<file path="src/rtl/alu_exec_seq.sv">
// EX-stage execute unit: single-cycle logic/arithmetic ops, iterative one-bit-per-cycle shifts,
// valid/ready handshakes on the request and result sides.
module alu_exec_seq #(
  parameter int DATA_W  = 32,
  parameter int SHAMT_W = 5
) (
  input  logic              i_clk,
  input  logic              i_rst,
  input  logic              i_valid,
  output logic              o_ready,
  input  logic [3:0]        i_alu_op,
  input  logic [DATA_W-1:0] i_a,
  input  logic [DATA_W-1:0] i_b,
  output logic              o_valid,
  input  logic              i_res_ready,
  output logic [DATA_W-1:0] o_result,
  output logic              o_zero,
  output logic              o_ovf,
  output logic              o_illegal
);

  typedef enum logic [1:0] {S_IDLE, S_SHIFT, S_DONE} state_e;

  typedef enum logic [3:0] {
    OP_SLL  = 4'd0,  OP_SRL  = 4'd1,  OP_SRA = 4'd2,
    OP_ADD  = 4'd3,  OP_ADDU = 4'd4,  OP_SUB = 4'd5, OP_SUBU = 4'd6,
    OP_AND  = 4'd7,  OP_OR   = 4'd8,  OP_XOR = 4'd9, OP_NOR  = 4'd10,
    OP_SLT  = 4'd11, OP_SLTU = 4'd12, OP_LUI = 4'd13
  } alu_op_e;

  state_e              state_q, state_d;
  alu_op_e             op_q, op_d;
  logic [DATA_W-1:0]   work_q, work_d;
  logic [SHAMT_W-1:0]  cnt_q, cnt_d;
  logic [DATA_W-1:0]   result_q, result_d;
  logic                zero_q, zero_d;
  logic                ovf_q, ovf_d;
  logic                illegal_q, illegal_d;

  alu_op_e             op_in;
  logic [SHAMT_W-1:0]  amt;
  logic                is_shift;
  logic [DATA_W-1:0]   sum, diff, alu_res, work_shifted;
  logic                alu_ovf, alu_ill;

  assign op_in    = alu_op_e'(i_alu_op);
  assign amt      = i_b[SHAMT_W-1:0];
  assign is_shift = (op_in == OP_SLL) || (op_in == OP_SRL) || (op_in == OP_SRA);
  assign sum      = i_a + i_b;
  assign diff     = i_a - i_b;

  // Single-cycle datapath; for shifts it only covers the amount-0 pass-through.
  // NOTE: every combinational output gets a default first so no latch is inferred.
  always_comb begin
    alu_res = '0;
    alu_ovf = 1'b0;
    alu_ill = 1'b0;
    case (op_in)
      OP_SLL, OP_SRL, OP_SRA: alu_res = i_a;
      OP_ADD: begin
        alu_res = sum;
        alu_ovf = (i_a[DATA_W-1] == i_b[DATA_W-1]) && (sum[DATA_W-1] != i_a[DATA_W-1]);
      end
      OP_ADDU: alu_res = sum;
      OP_SUB: begin
        alu_res = diff;
        alu_ovf = (i_a[DATA_W-1] != i_b[DATA_W-1]) && (diff[DATA_W-1] != i_a[DATA_W-1]);
      end
      OP_SUBU: alu_res = diff;
      OP_AND:  alu_res = i_a & i_b;
      OP_OR:   alu_res = i_a | i_b;
      OP_XOR:  alu_res = i_a ^ i_b;
      OP_NOR:  alu_res = ~(i_a | i_b);
      OP_SLT:  alu_res = {{(DATA_W-1){1'b0}}, $signed(i_a) < $signed(i_b)};
      OP_SLTU: alu_res = {{(DATA_W-1){1'b0}}, i_a < i_b};
      OP_LUI:  alu_res = {i_b[15:0], {(DATA_W-16){1'b0}}};
      default: alu_ill = 1'b1;
    endcase
  end

  always_comb begin
    case (op_q)
      OP_SLL:  work_shifted = {work_q[DATA_W-2:0], 1'b0};
      OP_SRL:  work_shifted = {1'b0, work_q[DATA_W-1:1]};
      default: work_shifted = {work_q[DATA_W-1], work_q[DATA_W-1:1]};
    endcase
  end

  always_comb begin
    state_d   = state_q;
    op_d      = op_q;
    work_d    = work_q;
    cnt_d     = cnt_q;
    result_d  = result_q;
    zero_d    = zero_q;
    ovf_d     = ovf_q;
    illegal_d = illegal_q;
    case (state_q)
      S_IDLE: begin
        if (i_valid) begin
          op_d = op_in;
          if (is_shift && (amt != '0)) begin
            state_d = S_SHIFT;
            cnt_d   = amt;
            work_d  = i_a;
          end else begin
            state_d   = S_DONE;
            result_d  = alu_res;
            zero_d    = (alu_res == '0);
            ovf_d     = alu_ovf;
            illegal_d = alu_ill;
          end
        end
      end
      S_SHIFT: begin
        work_d = work_shifted;
        cnt_d  = cnt_q - 1'b1;
        if (cnt_q == SHAMT_W'(1)) begin
          state_d   = S_DONE;
          result_d  = work_shifted;
          zero_d    = (work_shifted == '0);
          ovf_d     = 1'b0;
          illegal_d = 1'b0;
        end
      end
      S_DONE: begin
        if (i_res_ready) state_d = S_IDLE;
      end
      default: state_d = S_IDLE;
    endcase
  end

  // NOTE: sequential state uses non-blocking assignments only.
  always_ff @(posedge i_clk) begin
    if (i_rst) begin
      state_q   <= S_IDLE;
      op_q      <= OP_SLL;
      work_q    <= '0;
      cnt_q     <= '0;
      result_q  <= '0;
      zero_q    <= 1'b0;
      ovf_q     <= 1'b0;
      illegal_q <= 1'b0;
    end else begin
      state_q   <= state_d;
      op_q      <= op_d;
      work_q    <= work_d;
      cnt_q     <= cnt_d;
      result_q  <= result_d;
      zero_q    <= zero_d;
      ovf_q     <= ovf_d;
      illegal_q <= illegal_d;
    end
  end

  assign o_ready   = (state_q == S_IDLE);
  assign o_valid   = (state_q == S_DONE);
  assign o_result  = result_q;
  assign o_zero    = zero_q;
  assign o_ovf     = ovf_q;
  assign o_illegal = illegal_q;

endmodule

</file>
<file path="config.mk">
export PLATFORM = sky130hd
export DESIGN_NAME = alu_exec_seq
export DESIGN_NICKNAME = d
export VERILOG_FILES = /design/src/rtl/alu_exec_seq.sv
export SDC_FILE = /design/constraint.sdc
export NUM_CORES = 1
export LEC_CHECK = 0
export ABC_AREA = 1
export CORE_MARGIN = 3
export CORE_UTILIZATION = 45
export CTS_BUF_LIST = sky130_fd_sc_hd__clkbuf_4
export DETAILED_ROUTE_END_ITERATION = 8
export GPL_TIMING_DRIVEN = 1
export HOLD_SLACK_MARGIN = 0.02
export PLACE_DENSITY = 0.72
export SETUP_SLACK_MARGIN = 0.02
export SLEW_MARGIN = 5
export SYNTH_ARGS = -nofsm -noshare
export SYNTH_HDL_FRONTEND = slang
export SYNTH_SLANG_ARGS = --single-unit
</file>
<file path="constraint.sdc">
create_clock -name i_clk -period 2.7 [get_ports i_clk]
set_input_delay 0.81 -clock i_clk [delete_from_list [all_inputs] [get_ports i_clk]]
set_output_delay 0.81 -clock i_clk [all_outputs]
set_load 0.05 [all_outputs]
</file>
==> out/metrics.csv <==
metric,value,unit
synthArstFlopShare,0,%
antenna_found_initial,0,
num_vias,16200,
placed_cells,2756,
final_area,18300,sq um
cap_violations,0,
netlist.area_leader.share,19.6,%
p_switching,3420,uW
grt_pass1_vias,15300,
via_per_inst,5.68,
cts_htree_levels,3,
synth_ff_type,dfxtp_1,
yosysTopAreaCell,nand2_1,
r2r.worst_path.cells,7,
drc,0,
clock.fmax,0.347,GHz
post_dp_cell_area,15400,sq um
finalCritPeriodShare,107,%
grt_pass1_wl,83800,um
synth_warnings,0,
holdPathEnd,o_illegal,
grt_remaining_overflow,0,
swShare,48.2,%
status,"finished, violations left",
cts.sinks,78,
start_util,46.6,%
fillers,1911,
worst_slack,-0.183,ns
path_clk_slew,0.14,ns
io_pins,109,
wl_per_cell,20.6,um
root_buffer,clkbuf_4,
syn_nets,2189,
drive_gt1_share,42.8,%
min_delay_path_depth,2,
die_x,163,um
avgSynthCellArea,5.57,sq um
combPwrFrac,67.9,%
fp.dieArea,26700,sq um
drv_slew,0,
grt_start_max_net_pins,100,
place_ws,-1.29,ns
tritoncts,built,
finalCriticalPeriod,2.88,ns
hp-start,o_illegal,
crit_fanout,4,
synth.most_common_cell,nand2_1,
finalSetupViolCount,1,
synthTopCellsByArea,"nand2_1 (20%), dfxtp_1 (14%), ha_1 (13%), inv_1 (11%), nand3_1 (7.3%)",
numCtsBuffers,9,
finalHoldViolCount,0,
ant_nets,0,
total_leakage_power,0.00915,uW
nets,2711,
die_h,163,um
pwr_density_cell,388,nW/um^2
intPower,3670,uW
cp-start-kind,input port,
cts_hold_buf,0,
final_cells,2848,
ys_top_cells_by_count,"nand2_1 (582), inv_1 (340), nand3_1 (162), nor2_1 (162), o21ai_0 (133)",
dp_hpwl,45100,um
n_antenna_cell,0,
power.share.sequential,20.6,%
rr_endpoint,o_zero,
finalClockSkew,0.0168,ns
cp-end-kind,register,
firstDrtPassIters,6,
clockPowerShare,11.5,%
synth-seq-cells,78,
ff2ff_setup_slack,-0.07,ns
clockBufferDepth,2,
port_buffers,108,
slew_headroom,46.2,%
tightest_slew,0.799,ns
syn_area,11100,sq um
ys_seq_area_share,14.0,%
p_total,7090,uW
drt_iter0_drc,1941,
insertion_delay,0.43,ns
rsz0062_at_grt,yes,
synth-edff-count,0,
r2r-start,op_q[1],
grt_util_all_layers,40.8,%
synth_cells,2002,
cp_data_arrival_time,3.25,ns
peakVddDrop,0.000458,V
cp_data_required_time,3.07,ns
wl,58800,um
violations,setup timing,
gp_congestion,1.11,
syn2layout_area_growth,64.0,%
utilization,76.5,%
yosysUniqueCellTypes,40,
hold_path_class,reg -> reg,
path_class,in -> reg,
num_rows,56,
core_area,23900,sq um
[layout make-up]
cell class | count | area [sq um] | share of cell area, %
Sequential cell | 78 | 1560 | 8.54
Timing Repair Buffer | 599 | 4850 | 26.5
Clock buffer | 10 | 75.1 | 0.411
Inverter | 346 | 1320 | 7.23
Tap cell | 319 | 399 | 2.18
Multi-Input combinational cell | 1490 | 9980 | 54.6
Clock inverter | 6 | 86.3 | 0.472
[cell usage in the layout, fill, tap and decap left out, drive strengths merged, types with 2 or more instances in the layout]
cell type        n
nand2          583
nand3          162
nor4             3
clkinv           3
a31oi           33
nor2           172
xnor2            3
and2             3
o22ai           31
ha             113
o21ai          135
o211ai           7
dlygate4sd2      4
clkinvlp         2
nor3            36
a211oi           7
nand4           26
inv            345
o21bai           9
bufinv           2
a221oi          29
nand3b           3
clkdlybuf4s50   38
clkbuf          60
dlymetal6s2s     2
fa               2
a21oi           99
clkdlybuf4s15   10
or2             28
buf            495
dfxtp           78
[power by group through the flow]
stage	clock network [uW]	logic [uW]	registers [uW]
final	814	4820	1460
after global placement	0	3810	1470
after floorplan	0	1730	1780
after global routing	855	5090	1470
after detailed placement	0	3850	1480
after CTS	799	4290	1450
[logic make-up (layout without fill, tap and decap cells)]
family | after synthesis | in the layout | share of synthesized area [%]
AOI/OAI and AO/OA | 355 | 355 | 18.4
xor gates and xnor gates | 4 | 4 | 0.314
adders and majority gates | 115 | 115 | 13.0
buffers and inverters | 434 | 961 | 15.9
DFF | 78 | 78 | 14.0
and+or+nand+nor | 1016 | 1016 | 38.4
[metal layers]
metal	wire length (um)	share of wire [%]	vias to the layer above	global-route usage [%]
li1	-	-	7491	-
met1	22000	37	7434	49.3
met2	26500	45	964	67.2
met3	5520	9.4	283	6.67
met4	4730	8.0	0	26.3
met5	0	0	-	0
[through the flow]
stage,hold WS (ns),TNS [ns]
4_1_cts,0.479,-0.107
6_report,0.480,-0.183
5_1_grt,0.494,-0.443
3_5_place_dp,0.448,-51.44
3_3_place_gp,0.444,-47.60
2_1_floorplan,0.430,0
[worst max-delay path, stage by stage]
cell and delay, ns:
clkdlybuf4s15_1 0.22, inv_2 0.10, buf_4 0.17, ha_4 0.20, inv_1 0.08, nand2_4 0.09, nand4_1 0.18, nand2_4 0.15
nand2_1 0.07, nand3_1 0.08, nand3_2 0.19, nor2_2 0.19, nand3_2 0.11, nor2_1 0.11, nand3_1 0.14, nor2_2 0.14
nand3_2 0.09, a21oi_2 0.11
[registers in the layout, summed over array words and instances (netlist names)]
signal and count:
o_result 32, op_q 4, work_q 32, state_q 2, o_zero 1, cnt_q 5
o_ovf 1, o_illegal 1
[what timing repair did]
action / CTS / global route
gates cloned: 0 / 0
setup buffers: 38 / 40
gates resized for setup: 476 / 379
endpoints found under the setup margin: 67 / 24
pin swaps: 94 / 155
[how the worst max path moves through the flow]
stage / startpoint / endpoint / slack (ns) / cells past startpoint
after floorplan: i_a[0] / o_zero / 0.03 / 19
after global placement: i_b[0] / o_zero / -1.27 / 20
after detailed placement: i_b[0] / o_zero / -1.29 / 20
after CTS: i_a[13] / o_zero / -0.11 / 22
after global routing: i_b[3] / o_zero / -0.23 / 18
final: i_b[3] / o_zero / -0.18 / 18
Power figures use the tool's default switching activity.
